File: src/rtl/mul_arbiter_if.sv
// mul_arbiter_if: request/response bundle between requesters and mul_arbiter.
// Handshake: a transfer happens on a rising clock edge where valid and ready
// are both high; a producer holds valid and its payload until that edge, and
// ready may depend combinationally on valid.
// Requester i uses req_valid[i], req_ready[i], req_a/req_b[i*LEN +: LEN].
interface mul_arbiter_if #(
  parameter int LEN  = 16,
  parameter int NREQ = 4,
  parameter int FULL = 0,
  parameter int IW   = (NREQ > 1) ? $clog2(NREQ) : 1,
  parameter int OW   = (FULL != 0) ? 2 * LEN : LEN
);
  logic [NREQ-1:0]     req_valid;
  logic [NREQ-1:0]     req_ready;
  logic [NREQ*LEN-1:0] req_a;
  logic [NREQ*LEN-1:0] req_b;
  logic                resp_valid;
  logic                resp_ready;
  logic [IW-1:0]       resp_id;
  logic [OW-1:0]       resp_y;

  // Arbiter side
  modport slave (
    input  req_valid, req_a, req_b, resp_ready,
    output req_ready, resp_valid, resp_id, resp_y
  );

  // Requester / consumer side
  modport master (
    output req_valid, req_a, req_b, resp_ready,
    input  req_ready, resp_valid, resp_id, resp_y
  );
endinterface

File: src/rtl/mul_arbiter.sv
// mul_arbiter: round-robin sharing of one LEN x LEN multiplier between NREQ
// requesters. Two pipeline stages: S1 holds the granted operands and owner
// ID, S2 holds the product and ID and drives the response bus.
// Optional build macro MUL_ARBITER_PERF_EN adds saturating 16-bit counters
// perf_stall (cycles with resp_valid & !resp_ready) and perf_grants (accepts).
module mul_arbiter #(
  parameter int LEN    = 16,
  parameter int NREQ   = 4,
  parameter int FULL   = 0,
  parameter int SIGNED = 0
) (
  input  logic           clk,
  input  logic           rst_n,
  mul_arbiter_if.slave   bus,
  output logic           busy
`ifdef MUL_ARBITER_PERF_EN
  ,
  output logic [15:0]    perf_stall,
  output logic [15:0]    perf_grants
`endif
);

  localparam int IW = (NREQ > 1) ? $clog2(NREQ) : 1;
  localparam int OW = (FULL != 0) ? 2 * LEN : LEN;

  typedef logic [IW-1:0] id_t;

  // Circular search position: base + k wrapped into 0..NREQ-1.
  function automatic id_t wrap_idx(input id_t base, input int k);
    int s;
    s = int'(base) + k;
    if (s >= NREQ) s = s - NREQ;
    return id_t'(s);
  endfunction

  // Pipeline state
  logic           s1_v_q, s1_v_d;
  logic [LEN-1:0] s1_a_q, s1_a_d;
  logic [LEN-1:0] s1_b_q, s1_b_d;
  id_t            s1_id_q, s1_id_d;
  logic           s2_v_q, s2_v_d;
  logic [OW-1:0]  s2_y_q, s2_y_d;
  id_t            s2_id_q, s2_id_d;
  id_t            rr_q, rr_d;

  // Stall/advance and arbitration signals
  logic            s2_free;
  logic            s1_adv;
  logic            s1_free;
  logic            grant_found;
  id_t             grant_id;
  logic [LEN-1:0]  grant_a;
  logic [LEN-1:0]  grant_b;
  logic            accept;
  logic [NREQ-1:0] ready_onehot;
  logic [OW-1:0]   prod;

  // Pipeline flow control and circular first-valid search from rr_q
  always_comb begin
    s2_free      = !s2_v_q || bus.resp_ready;
    s1_adv       = s1_v_q && s2_free;
    s1_free      = !s1_v_q || s1_adv;
    grant_found  = 1'b0;
    grant_id     = '0;
    grant_a      = '0;
    grant_b      = '0;
    ready_onehot = '0;
    for (int k = 0; k < NREQ; k++) begin
      if (!grant_found && bus.req_valid[wrap_idx(rr_q, k)]) begin
        grant_found = 1'b1;
        grant_id    = wrap_idx(rr_q, k);
      end
    end
    for (int i = 0; i < NREQ; i++) begin
      if (grant_found && (id_t'(i) == grant_id)) begin
        grant_a = bus.req_a[i*LEN +: LEN];
        grant_b = bus.req_b[i*LEN +: LEN];
      end
    end
    accept = s1_free && grant_found;
    if (accept) ready_onehot[grant_id] = 1'b1;
  end

  // Nothing is accepted while reset is held, even though the stages look free
  assign bus.req_ready = rst_n ? ready_onehot : '0;

  // Product width/sign handling; low half is sign-agnostic so only FULL cares
  if (FULL != 0) begin : g_full
    logic [OW-1:0] ax;
    logic [OW-1:0] bx;
    assign ax   = (SIGNED != 0) ? {{LEN{s1_a_q[LEN-1]}}, s1_a_q} : {{LEN{1'b0}}, s1_a_q};
    assign bx   = (SIGNED != 0) ? {{LEN{s1_b_q[LEN-1]}}, s1_b_q} : {{LEN{1'b0}}, s1_b_q};
    assign prod = ax * bx;
  end else begin : g_trunc
    assign prod = s1_a_q * s1_b_q;
  end

  // Next state for S1, S2 and the round-robin pointer
  always_comb begin
    s1_v_d  = s1_v_q;
    s1_a_d  = s1_a_q;
    s1_b_d  = s1_b_q;
    s1_id_d = s1_id_q;
    s2_v_d  = s2_v_q;
    s2_y_d  = s2_y_q;
    s2_id_d = s2_id_q;
    rr_d    = rr_q;
    // S2 takes the product whenever S1 moves on; otherwise a drain empties it
    if (s1_adv) begin
      s2_v_d  = 1'b1;
      s2_y_d  = prod;
      s2_id_d = s1_id_q;
    end else if (bus.resp_ready) begin
      s2_v_d = 1'b0;
    end
    // S1 refills on an accept; otherwise it empties when its content advances
    if (accept) begin
      s1_v_d  = 1'b1;
      s1_a_d  = grant_a;
      s1_b_d  = grant_b;
      s1_id_d = grant_id;
      rr_d    = (grant_id == id_t'(NREQ - 1)) ? '0 : grant_id + id_t'(1);
    end else if (s1_adv) begin
      s1_v_d = 1'b0;
    end
  end

  // Pipeline registers; reset discards anything in flight
  always_ff @(posedge clk or negedge rst_n) begin
    if (!rst_n) begin
      s1_v_q  <= 1'b0;
      s1_a_q  <= '0;
      s1_b_q  <= '0;
      s1_id_q <= '0;
      s2_v_q  <= 1'b0;
      s2_y_q  <= '0;
      s2_id_q <= '0;
      rr_q    <= '0;
    end else begin
      s1_v_q  <= s1_v_d;
      s1_a_q  <= s1_a_d;
      s1_b_q  <= s1_b_d;
      s1_id_q <= s1_id_d;
      s2_v_q  <= s2_v_d;
      s2_y_q  <= s2_y_d;
      s2_id_q <= s2_id_d;
      rr_q    <= rr_d;
    end
  end

  assign bus.resp_valid = s2_v_q;
  assign bus.resp_id    = s2_id_q;
  assign bus.resp_y     = s2_y_q;
  assign busy           = s1_v_q | s2_v_q;

`ifdef MUL_ARBITER_PERF_EN
  logic [15:0] stall_q, stall_d;
  logic [15:0] grants_q, grants_d;

  // Saturating event counters
  always_comb begin
    stall_d  = stall_q;
    grants_d = grants_q;
    if (s2_v_q && !bus.resp_ready && (stall_q != 16'hFFFF)) stall_d = stall_q + 16'd1;
    if (accept && (grants_q != 16'hFFFF)) grants_d = grants_q + 16'd1;
  end

  // Counter registers
  always_ff @(posedge clk or negedge rst_n) begin
    if (!rst_n) begin
      stall_q  <= '0;
      grants_q <= '0;
    end else begin
      stall_q  <= stall_d;
      grants_q <= grants_d;
    end
  end

  assign perf_stall  = stall_q;
  assign perf_grants = grants_q;
`endif

endmodule

File: src/flat_wrapper.sv
// flat-port wrapper written by rule: the top's interface ports become plain ports
module mul_arbiter_flat 
#(
  parameter int LEN    = 16,
  parameter int NREQ   = 4,
  parameter int FULL   = 0,
  parameter int SIGNED = 0
)
  (clk, rst_n, busy, bus_req_valid, bus_req_a, bus_req_b, bus_resp_ready, bus_req_ready, bus_resp_valid, bus_resp_id, bus_resp_y);
  mul_arbiter_if #(.LEN(LEN), .NREQ(NREQ), .FULL(FULL)) bus_i ();
  input  logic clk;
  input  logic rst_n;
  output logic busy;
  input wire logic [$bits(bus_i.req_valid)-1:0] bus_req_valid;
  input wire logic [$bits(bus_i.req_a)-1:0] bus_req_a;
  input wire logic [$bits(bus_i.req_b)-1:0] bus_req_b;
  input wire logic [$bits(bus_i.resp_ready)-1:0] bus_resp_ready;
  output wire logic [$bits(bus_i.req_ready)-1:0] bus_req_ready;
  output wire logic [$bits(bus_i.resp_valid)-1:0] bus_resp_valid;
  output wire logic [$bits(bus_i.resp_id)-1:0] bus_resp_id;
  output wire logic [$bits(bus_i.resp_y)-1:0] bus_resp_y;
  assign bus_i.req_valid = bus_req_valid;
  assign bus_i.req_a = bus_req_a;
  assign bus_i.req_b = bus_req_b;
  assign bus_i.resp_ready = bus_resp_ready;
  assign bus_req_ready = bus_i.req_ready;
  assign bus_resp_valid = bus_i.resp_valid;
  assign bus_resp_id = bus_i.resp_id;
  assign bus_resp_y = bus_i.resp_y;
  mul_arbiter #(.LEN(LEN), .NREQ(NREQ), .FULL(FULL), .SIGNED(SIGNED)) u_core (.clk(clk), .rst_n(rst_n), .bus(bus_i), .busy(busy));
endmodule
File: config.mk
export PLATFORM = sky130hd
export DESIGN_NAME = mul_arbiter_flat
export DESIGN_NICKNAME = d
export VERILOG_FILES = /design/src/rtl/mul_arbiter_if.sv /design/src/rtl/mul_arbiter.sv /design/src/flat_wrapper.sv
export SDC_FILE = /design/constraint.sdc
export NUM_CORES = 1
export LEC_CHECK = 0
export ABC_AREA = 0
export ABC_CLOCK_PERIOD_IN_PS = 10800
export CAP_MARGIN = 20
export CORE_AREA = 2 2 121 123
export CTS_CLUSTER_DIAMETER = 200
export DETAILED_ROUTE_END_ITERATION = 10
export DIE_AREA = 0 0 123 125
export PLACE_DENSITY = 0.79
export SYNTH_ARGS = -nofsm -noshare
export SYNTH_HDL_FRONTEND = slang
export SYNTH_SLANG_ARGS = --single-unit
File: constraint.sdc
create_clock -name clk -period 10.8 [get_ports clk]
set_input_delay 1.62 -clock clk [delete_from_list [all_inputs] [get_ports clk]]
set_output_delay 1.62 -clock clk [all_outputs]
set_load 0.05 [all_outputs]
==> results.tsv <==
stage	metric	value	unit
outcome	outcome	finished, final reports clean	
floorplanning	coreArea	0.0142	mm2
logic_synthesis	synth_top_area_frac	0.232	
routing	drt-pass1-iter-count	5	
logic_synthesis	syn_area	0.00691	mm2
routing	wl	17.5	mm
critical_path	crit_slowest_cell	and2_2	
grt	grt_pass1_wl	29.5	mm
routing	drc	0	
logic_synthesis	ys_types	35	
logic_synthesis	synthAdderAreaFrac	0.328	
placed_design	place_area	0.00850	mm2
critical_path	critPathLaunchType	input port	
logic_synthesis	yosysSeqAreaShare	0.203	
clock_network	cts.clk_slew.worst_paths	0.08	ns
logic_synthesis	synthMuxAreaShare	0.0114	
timing	setup_viol	0	
logic_synthesis	synth_compound_area_frac	0.148	
clock_network	cts_setup_buffers	0	
placed_design	gp_congestion	0.905	
critical_path	crit_type	in -> out	
logic_synthesis	syn_nets	1084	
clock_network	htree_levels	2	
timing	tns	0	ns
timing	hold_viol_final	0	
critical_path	cp.arrival	4.84	ns
timing	finClkSkew	0.00551	ns
logic_synthesis	synth_simple_gate_area_share	0.165	
routing	vias_per_cell	5.29	
cells_and_area	postLayoutCellArea	0.00868	mm2
grt	grt_usage	0.242	
cells_and_area	n_fill_cell	1256	
timing	slew_headroom	0.307	
grt	grt_max_degree	72	
clock_network	hold_buffers	0	
grt	antenna_found_initial	1	
grt	grt_remaining_overflow	0	
hold_path	min_path_type	reg -> reg	
routing	avgRoutedWirePerCell	15.7	um
logic_synthesis	synth.area.top_cells	fa_1, dfrtp_1, ha_1	
critical_path	required	9.18	ns
clock_network	cts_root_buf	clkbuf_16	
floorplanning	die_area	0.0154	mm2
logic_synthesis	postSynthAreaPerCell	8.46	um2
critical_path	critPathCaptureType	output pin	
floorplanning	die_w	123	um
clock_network	cts_inserted_buffers	5	
cells_and_area	nets	1202	
logic_synthesis	synth_top_cell_by_area	fa_1	
critical_path	cp_max_fo	65	
logic_synthesis	synthCells	816	
clock_network	cts_tree	built	
timing	period_minus_slack	6.46	ns
clock_network	cts_resized	0	
floorplanning	start_util	0.486	
clock_network	clock_latency	0.31	ns
critical_path	critical_path.max_stage_delay	0.82	ns
timing	max_freq	0.155	GHz
routing	vias	5920	
placed_design	port_buffers	158	
logic_synthesis	ys_ff_latch	56	
routing	postRouteAntennaNets	0	
logic_synthesis	synthXorXnorAreaFrac	0.0502	
floorplanning	die_y	125	um
timing	slew_viol_final	0	
floorplanning	core.rowCount	44	
routing	dr.first_iter.drc_count	331	
cells_and_area	drive_gt1_frac	0.0289	
timing	min_period_over_period	0.598	
timing	tightestPinTransition	1.04	ns
logic_synthesis	synth_top_family_by_area	adder cells	
critical_path	worstPathCellList	clkdlybuf4s50_1 > inv_1 > nor2_1 > a21oi_1 > o22ai_1 > a21oi_1 > inv_1 > ha_1 > and2_2 > and3_1 > clkdlybuf4s50_1	
timing	grt_setup_unrepaired	false	
clock_network	cts.sinks	56	
clock_network	ctsLongestPathBuffers	2	
floorplanning	io_pins	159	
cells_and_area	area_growth	25.7	%
job	max_cap_violations	0	
placed_design	dp_hpwl	14.0	mm
critical_path	ff2ff_setup_slack	5.21	ns
grt	grt_pass1_vias	6145	
logic_synthesis	yosys_warnings	0	
cell usage in the layout, fill, tap and decap left out, drive strengths merged, types with 2 or more instances in the layout:
| master | synthesis | layout |
|---|---|---|
| ha | 53 | 53 |
| and2 | 64 | 64 |
| o31ai | 3 | 3 |
| nand2 | 162 | 162 |
| mux2 | 7 | 7 |
| nor3 | 2 | 2 |
| clkbuf | 41 | 5 |
| o22ai | 35 | 35 |
| nor2 | 8 | 8 |
| inv | 110 | 111 |
| xor2 | 9 | 9 |
| nand2b | 4 | 4 |
| or2 | 2 | 2 |
| fa | 80 | 80 |
| a21o | 5 | 5 |
| a21oi | 10 | 10 |
| dfrtp | 56 | 56 |
| clkinv | 0 | 2 |
| o21ai | 82 | 82 |
| xnor2 | 28 | 28 |
| a211oi | 3 | 3 |
| a22oi | 32 | 32 |
| buf | 10 | 5 |
| nor2b | 2 | 2 |
| clkdlybuf4s50 | 0 | 157 |
logic make-up after synthesis:
group,Yosys count
adder cells (fa/ha/maj),133
AO/OA/AOI/OAI,172
flip-flops,56
XOR/XNOR,38
AND/OR/NAND/NOR,249
buffers and inverters,161
multiplexers,7
worst max-delay path: cells and delay by family:
kind | cells | cell delay [ns]
simple gates | 3 | 1.26
compound gates | 3 | 0.28
fa+ha+maj | 1 | 0.14
buf+inv | 4 | 1.50
cell usage after synthesis:
cell / number
o31ai_1: 3
buf_2: 4
nor2b_1: 2
nand2_1: 162
fa_1: 80
nor3_1: 2
xor2_1: 9
o21ai_1: 65
o21bai_1: 1
a311o_1: 1
clkbuf_1: 38
nand2b_1: 4
dfrtp_1: 56
a21o_1: 5
and2_1: 63
or3_1: 1
o22ai_1: 35
xnor2_1: 28
buf_6: 6
a211oi_1: 3
nand3b_1: 1
o21ai_0: 17
a22oi_1: 32
ha_1: 53
and2_4: 1
nor2_1: 8
nand3_1: 1
inv_1: 110
a21oi_1: 10
xnor3_1: 1
or2_2: 2
mux2_2: 7
and3_1: 1
clkbuf_2: 3
or4_4: 1
final cells by class:
| cell class | count | area, um2 | area share |
|---|---|---|---|
| diodes | 1 | 2.50 | 0.000288 |
| clock buffers | 5 | 125 | 0.0144 |
| clock inverters | 3 | 33.8 | 0.00389 |
| inverters | 110 | 413 | 0.0476 |
| multi-input cells | 599 | 4850 | 0.559 |
| flip-flops and latches | 56 | 1400 | 0.161 |
| well taps | 184 | 230 | 0.0265 |
| repair buffers | 162 | 1620 | 0.187 |
stage by stage:
step | utilization | hold slack (ns) | instances | worst slack, ns
finish | 0.611 | 0.479 | 1120 | 4.34
global route | 0.611 | 0.505 | 1120 | 4.06
floorplan | - | 0.446 | 816 | 5.49
global placement | 0.598 | 0.461 | 1110 | 4.48
CTS | 0.609 | 0.488 | 1118 | 4.37
detailed placement | 0.598 | 0.470 | 1110 | 4.38
per-layer routing:
layer | global-route usage | routed length [um] | vias up
li1 | - | - | 2847
met1 | 0.307 | 7140 | 2792
met2 | 0.420 | 8880 | 243
met3 | 0.0347 | 1020 | 38
met4 | 0.0829 | 514 | 0
met5 | 0 | 0 | -
worst paths after layout:
path / from / to / depth (start not counted)
max: bus_req_valid[0] / bus_req_ready[2] / 11
min: u_core.bus.resp_y[9]$_DFFE_PN0P_ / u_core.bus.resp_y[9]$_DFFE_PN0P_ / 2
max reg2reg: u_core.s1_b_q[1]$_DFFE_PN0P_ / u_core.bus.resp_y[14]$_DFFE_PN0P_ / 17
min reg2reg: u_core.bus.resp_y[9]$_DFFE_PN0P_ / u_core.bus.resp_y[9]$_DFFE_PN0P_ / 2
max in group asynchronous: rst_n / u_core.s1_a_q[11]$_DFFE_PN0P_ / 2
min in group asynchronous: rst_n / u_core.bus.resp_y[10]$_DFFE_PN0P_ / 2
registers in the layout, indices dropped and copies added, names as in the netlist:
register               count
u_core.s1_v_q              1
u_core.rr_q                2
u_core.s1_a_q             16
u_core.bus.resp_y         16
u_core.bus.resp_id         2
u_core.s1_b_q             16
u_core.s1_id_q             2
u_core.bus.resp_valid      1
Power is left out: the tool's default activity adds up to more than one toggle a clock period on the data nets, which glitch-free logic cannot reach.
